[src/rtl/uart_cmd_sequencer.sv]
// uart_cmd_sequencer: decodes two-byte UART commands into a period-aligned
// modulator angle and a gate-drive enable, and counts discarded frames.
// Build option: define UART_CMD_ECHO_EN to echo each accepted frame back
// through uart_tx. Without it start_tx and tx_data are tied low.
//
// receive FSM
//   state   | meaning
//   WAIT_HI | idle, next byte is byte0 {cmd, arg[11:8]}
//   WAIT_LO | byte0 held, waiting for byte1 under the inter-byte timeout
//   DECODE  | one cycle: act on the complete frame or discard it
// echo FSM (UART_CMD_ECHO_EN only)
//   state     | meaning
//   E_IDLE    | no echo in progress
//   E_HI      | launch byte0 once uart_tx is free
//   E_WAIT_HI | wait for tx_busy to rise then fall
//   E_LO      | launch byte1 once uart_tx is free
//   E_WAIT_LO | wait for tx_busy to rise then fall
module uart_cmd_sequencer #(
    parameter int TIMEOUT_CYCLES = 24000,
    parameter int ANGLE_MAX      = 3599
) (
    input  logic        clk,
    input  logic        reset,
    input  logic [7:0]  rx_data,
    input  logic        rx_done,
    input  logic        rx_parity_err,
    input  logic        period_start,
    input  logic        tx_busy,
    output logic        start_tx,
    output logic [7:0]  tx_data,
    output logic [11:0] angle,
    output logic        angle_upd,
    output logic        out_en,
    output logic        frame_err,
    output logic [7:0]  err_count
);

    typedef enum logic [1:0] {WAIT_HI, WAIT_LO, DECODE} rx_state_t;

    localparam int          TW        = $clog2(TIMEOUT_CYCLES + 1);
    localparam logic [12:0] ANGLE_LIM = 13'(ANGLE_MAX);

    rx_state_t   rx_state, rx_next;
    logic        rx_done_q;
    logic        byte_stb;
    logic [TW-1:0] timer;
    logic [7:0]  hi_q, lo_q;
    logic [3:0]  cmd;
    logic [11:0] arg;
    logic        discard, set_angle, set_on, set_off, frame_ok;
    logic [11:0] shadow;
    logic        pending;

    // A held rx_done level is a single byte: only its rising edge counts.
    assign byte_stb = rx_done & ~rx_done_q;
    assign cmd      = hi_q[7:4];
    assign arg      = {hi_q[3:0], lo_q};
    assign frame_ok = set_angle | set_on | set_off;

    // Receive next-state and the one-cycle decode/discard strobes.
    always_comb begin
        rx_next   = rx_state;
        discard   = 1'b0;
        set_angle = 1'b0;
        set_on    = 1'b0;
        set_off   = 1'b0;
        case (rx_state)
            WAIT_HI: begin
                if (byte_stb) begin
                    if (rx_parity_err) discard = 1'b1;
                    else               rx_next = WAIT_LO;
                end
            end
            WAIT_LO: begin
                if (byte_stb) begin
                    if (rx_parity_err) begin
                        discard = 1'b1;
                        rx_next = WAIT_HI;
                    end else begin
                        rx_next = DECODE;
                    end
                end else if (timer == '0) begin
                    discard = 1'b1;
                    rx_next = WAIT_HI;
                end
            end
            DECODE: begin
                rx_next = WAIT_HI;
                case (cmd)
                    4'h0:    if ({1'b0, arg} <= ANGLE_LIM) set_angle = 1'b1;
                             else                          discard   = 1'b1;
                    4'h1:    set_on  = 1'b1;
                    4'h2:    set_off = 1'b1;
                    default: discard = 1'b1;
                endcase
            end
            default: rx_next = WAIT_HI;
        endcase
    end

    // Receive state, byte capture and inter-byte timeout down-counter.
    always_ff @(posedge clk or posedge reset) begin
        if (reset) begin
            rx_state  <= WAIT_HI;
            rx_done_q <= 1'b0;
            timer     <= '0;
            hi_q      <= 8'h00;
            lo_q      <= 8'h00;
        end else begin
            rx_state  <= rx_next;
            rx_done_q <= rx_done;
            if (rx_state == WAIT_HI && rx_next == WAIT_LO) begin
                hi_q  <= rx_data;
                timer <= TW'(TIMEOUT_CYCLES);
            end else if (rx_state == WAIT_LO && timer != '0) begin
                timer <= timer - TW'(1);
            end
            if (rx_state == WAIT_LO && rx_next == DECODE) lo_q <= rx_data;
        end
    end

    // Outputs: period-aligned angle apply, enable, error pulse and counter.
    // Apply happens before the shadow write so a same-cycle accept stays pending.
    always_ff @(posedge clk or posedge reset) begin
        if (reset) begin
            shadow    <= 12'h000;
            pending   <= 1'b0;
            angle     <= 12'h000;
            angle_upd <= 1'b0;
            out_en    <= 1'b0;
            frame_err <= 1'b0;
            err_count <= 8'h00;
        end else begin
            angle_upd <= 1'b0;
            frame_err <= discard;
            if (discard && err_count != 8'hFF) err_count <= err_count + 8'd1;
            if (period_start && pending) begin
                angle     <= shadow;
                angle_upd <= 1'b1;
                pending   <= 1'b0;
            end
            if (set_angle) begin
                shadow  <= arg;
                pending <= 1'b1;
            end
            if (set_on)       out_en <= 1'b1;
            else if (set_off) out_en <= 1'b0;
        end
    end

`ifdef UART_CMD_ECHO_EN
    typedef enum logic [2:0] {E_IDLE, E_HI, E_WAIT_HI, E_LO, E_WAIT_LO} echo_state_t;

    echo_state_t e_state, e_next;
    logic        busy_seen, busy_done, send_now;
    logic [7:0]  echo_hi, echo_lo;

    assign busy_done = busy_seen & ~tx_busy;

    // Echo next-state: launch a byte when uart_tx is free, then ride out its busy pulse.
    always_comb begin
        e_next   = e_state;
        send_now = 1'b0;
        case (e_state)
            E_IDLE:    if (frame_ok) e_next = E_HI;
            E_HI:      if (!tx_busy) begin
                           send_now = 1'b1;
                           e_next   = E_WAIT_HI;
                       end
            E_WAIT_HI: if (busy_done) e_next = E_LO;
            E_LO:      if (!tx_busy) begin
                           send_now = 1'b1;
                           e_next   = E_WAIT_LO;
                       end
            E_WAIT_LO: if (busy_done) e_next = E_IDLE;
            default:   e_next = E_IDLE;
        endcase
    end

    // Echo state, frame snapshot and registered uart_tx handshake.
    // Frames accepted while an echo is running are simply not echoed.
    always_ff @(posedge clk or posedge reset) begin
        if (reset) begin
            e_state   <= E_IDLE;
            busy_seen <= 1'b0;
            echo_hi   <= 8'h00;
            echo_lo   <= 8'h00;
            start_tx  <= 1'b0;
            tx_data   <= 8'h00;
        end else begin
            e_state   <= e_next;
            start_tx  <= send_now;
            busy_seen <= (e_state == E_WAIT_HI || e_state == E_WAIT_LO) && tx_busy;
            if (e_state == E_IDLE && frame_ok) begin
                echo_hi <= hi_q;
                echo_lo <= lo_q;
            end
            if (send_now) tx_data <= (e_state == E_HI) ? echo_hi : echo_lo;
        end
    end
`else
    logic unused_echo;

    assign start_tx    = 1'b0;
    assign tx_data     = 8'h00;
    assign unused_echo = tx_busy ^ frame_ok;
`endif

endmodule

[config.mk]
export PLATFORM = sky130hd
export DESIGN_NAME = uart_cmd_sequencer
export DESIGN_NICKNAME = d
export VERILOG_FILES = /design/src/rtl/uart_cmd_sequencer.sv
export SDC_FILE = /design/constraint.sdc
export NUM_CORES = 1
export LEC_CHECK = 0
export BUFFER_PORTS_ARGS = -buffer_cell sky130_fd_sc_hd__clkbuf_2
export CAP_MARGIN = 20
export CORE_MARGIN = 8
export CORE_UTILIZATION = 56
export DETAILED_ROUTE_END_ITERATION = 8
export PLACE_DENSITY = 0.78
export SLEW_MARGIN = 20
export SYNTH_ARGS = -nofsm -noshare
export SYNTH_HDL_FRONTEND = slang
export SYNTH_SLANG_ARGS = --single-unit
[constraint.sdc]
create_clock -name clk -period 2.9 [get_ports clk]
set_clock_uncertainty 0.05 [all_clocks]
set_input_delay 0.29 -clock clk [delete_from_list [all_inputs] [get_ports clk]]
set_output_delay 0.29 -clock clk [all_outputs]
set_load 0.02 [all_outputs]
==> metrics.md <==
| Metric | Value |
|---|---|
| Status | finished, final reports clean |
| CTS H-tree depth | 3 |
| 1st-pass router iterations | 4 |
| Tcrit/Tclk final | 0.7833 |
| Post-DP HPWL | just over 4000 um |
| Hold depth | 1 |
| Tmin final | 2.271 ns |
| DRT Wirelength | around 5700 um |
| Root buf cell | clkbuf_8 |
| DR vias/cell | roughly 5.3 |
| Crit end category | flip-flop |
| Worst-Skew Late Latency | between 0.3 and 0.4 ns |
| Hold path startpoint | rx_done |
| Setup Viol. Count Final | 0 |
| R2R depth | 7 |
| Drt drc | 0 |
| Sink Count | 70 |
| Core Box Area | about 0.0055 sq mm |
| Die height | around 91 um |
| Max-Cap Viols | 0 |
| Hold WC Path Type | input pin to flip-flop |
| Synth unique cells | 53 |
| Post-layout util | 0.6580 |
| Placer Congestion | just over 0.8 |
| Die Width | between 90 and 100 um |
| Sequential area share after synthesis | 0.5505 |
| Critical path required time | about 3 ns |
| Via count | between 2000 and 2500 |
| Peak VDD IR | ~0.39 mV |
| I/O Buffers | 35 |
| Congestion Overflow GR | 0 |
| CP max-delay cell | dfrtp_1 |
| Placed Area | roughly 0.0034 sq mm |
| PD cells | around 740 mW/mm^2 |
| Setup_tns | 0 ns |
| Worst path cell trace | inv_1, ha_1, nor3b_2, nand4_4, a211oi_4, nor2_2, mux2_4 |
| CP Class | flip-flop to flip-flop |
| Die area | 0.008349 sq mm |
| Iteration-0 DRC Markers | 91 |
| Worst-margin pin slew | 0.6756 ns |
| Design area | ~0.0036 sq mm |
| FF+latch count, synth | 70 |
| Final Hold Vio Count | 0 |
| CTS buffer count | 9 |
| TritonCTS clock tree | done |
| Rows | 27 |
| Area Growth Syn to Fin | 13.88% |
| Io pins | between 40 and 50 |
| Gr usage total | 0.1505 |
| Fmax | 0.4403 GHz |
| Reg2reg start | timer[0]$_DFFE_PP0P_ |
| Power, Total | roughly 0.0027 W |
| R2r endpoint | err_count[1]$_DFFE_PP0P_ |
| Starting density of the core | 0.5778 |
| Synth top area share | 0.5505 |
| Largest net degree at the start of global routing | 40 |
| YS warnings | 0 |
| Share of cells above drive strength 1 | 0.2870 |
| Critical Path Start Type | flip-flop |
| Post-CTS sizing | 0 |
| Fin. max-slew vios | 0 |
| CP max stage delay | 0.44 ns |
| RSZ-0062 raised after global routing | no |
| CP max FO | 8 |
| Diode count | 0 |
| Vias in the first global route | around 2200 |
| Final nets | between 300 and 400 |
| Synthesized cell area | between 0.003 and 0.004 sq mm |
| Worst path arrival time | ~2.5 ns |
| First-pass GRT wire length | 10200 um |
| Max Root-Sink Buffers | 2 |
| Synth top area cells | dfrtp_1 55%, mux2_2 8.5%, nand2_1 7.0% |
| Rel. slew slack | 0.5490 |
| Area leader, netlist | dfrtp_1 |
| Top_reg_cell synth | dfrtp_1 |
| LEAKAGE | about 1.8 nW |
| Synth cell count leaders | 70 x dfrtp_1, 59 x nand2_1, 24 x mux2_2 |
| EDFF count, synth | 0 |
| Initial antenna violation count | 0 |
| WL/cell | approximately 14 um |
| Mean post-synth cell area | ~11 sq um |
| Hold EP | rx_done_q$_DFF_PP0_ |
| Cells after synthesis | 284 |
| Clk pin slew, worst setup/hold paths | ~0.080 ns |
| Reg2Reg Setup Slack | roughly 0.63 ns |
| Final ANT Viol Nets | 0 |
| Ys async rst share | 1.000 |
| Most frequent cell after synthesis | dfrtp_1 |
-- power by group --
part | leakage, nW | switching [W] | internal [W]
Combinational | 0.774 | 0.000288 | 0.000240
Clock | 0.104 | 0.000365 | 0.000423
Sequential | 0.896 | 0.000203 | 0.00118
Total | 1.77 | 0.000856 | 0.00184
-- layout by cell type, fill, tap and decap left out, types with 3 or more instances in the layout --
cell type / netlist / routed
and3_1: 5 / 5
xor2_1: 5 / 5
conb_1: 1 / 9
nor2_1: 11 / 11
xnor2_1: 11 / 11
nand2_1: 59 / 59
a21oi_1: 6 / 6
clkbuf_2: 0 / 35
inv_1: 5 / 4
clkbuf_8: 0 / 10
nand2b_1: 4 / 4
nand3_1: 6 / 6
dfrtp_1: 70 / 70
o21ai_0: 9 / 9
mux2_2: 24 / 24
nand4_1: 3 / 3
nor2b_1: 3 / 3
nor3_1: 4 / 4
-- how the worst max path moves through the flow --
| stage | from | endpoint | slack [ns] | cells past startpoint |
|---|---|---|---|---|
| 4_1_cts | timer[0]$_DFFE_PP0P_ | err_count[1]$_DFFE_PP0P_ | 0.60 | 7 |
| 3_5_place_dp | timer[0]$_DFFE_PP0P_ | err_count[1]$_DFFE_PP0P_ | 0.61 | 7 |
| 2_1_floorplan | reset | angle[0]$_DFFE_PP0P_ | 0.79 | 1 |
| 6_report | timer[0]$_DFFE_PP0P_ | err_count[1]$_DFFE_PP0P_ | 0.63 | 7 |
| 5_1_grt | timer[0]$_DFFE_PP0P_ | err_count[1]$_DFFE_PP0P_ | 0.48 | 7 |
| 3_3_place_gp | timer[0]$_DFFE_PP0P_ | err_count[1]$_DFFE_PP0P_ | 0.67 | 7 |
-- cell families after synthesis --
| logic type | count (synthesis) | share of synthesized area |
|---|---|---|
| and+or+nand+nor | 119 | 0.2080 |
| DFF | 70 | 0.5505 |
| AOI/OAI and AO/OA | 29 | 0.06095 |
| muxes | 25 | 0.08966 |
| buffers and inverters | 22 | 0.03775 |
| xor gates and xnor gates | 16 | 0.04404 |
| adders and majority gates | 2 | 0.007863 |
| other | 1 | 0.001179 |
-- layout make-up --
class	count	area [sq um]
clock inverter	5	57.56
tap	72	90.09
sequential	70	1752
fill	444	1883
inverter	6	22.52
multi-input combinational	200	1340
timing repair buffer	39	220.2
clock buffer	11	141.4
-- state kept, by name, indices dropped and copies added (netlist names), 2 cells and up --
register and flops:
timer 15, angle 12, shadow 12, err_count 8, hi_q 8, lo_q 8
rx_state 2
-- worst max-delay path: cells and delay by family (launching register included) --
| kind | cells | cell delay (ns) |
|---|---|---|
| AO/OA/AOI/OAI | 1 | 0.41 |
| adder cells (fa/ha/maj) | 1 | 0.17 |
| buffers and inverters | 1 | 0.11 |
| flip-flops | 1 | 0.44 |
| multiplexers | 1 | 0.31 |
| AND/OR/NAND/NOR | 3 | 0.69 |
-- routing by layer --
layer,global-route usage,share of wire,vias up
li1,-,-,1039
met1,0.1854,0.44,1060
met2,0.2388,0.48,41
met3,0.04115,0.055,12
met4,0.07367,0.020,0
met5,0,0,-
-- through the flow --
step / hold slack, ns / std cells / setup slack (ns)
final: 0.04488 / 403 / 0.6286
after CTS: 0.03735 / 403 / 0.6036
after detailed placement: 0.3620 / 386 / 0.6148
after global routing: 0.05039 / 403 / 0.4754
after floorplan: 0.2714 / 292 / 0.7918
after global placement: 0.3628 / 386 / 0.6656
-- timing repair --
| item | 4_1_cts | 5_1_grt |
|---|---|---|
| buffers inserted | 0 | 0 |
| endpoints found under the hold margin | 24 | 0 |
| hold buffers | 1 | 0 |
Power figures use the tool's default switching activity.
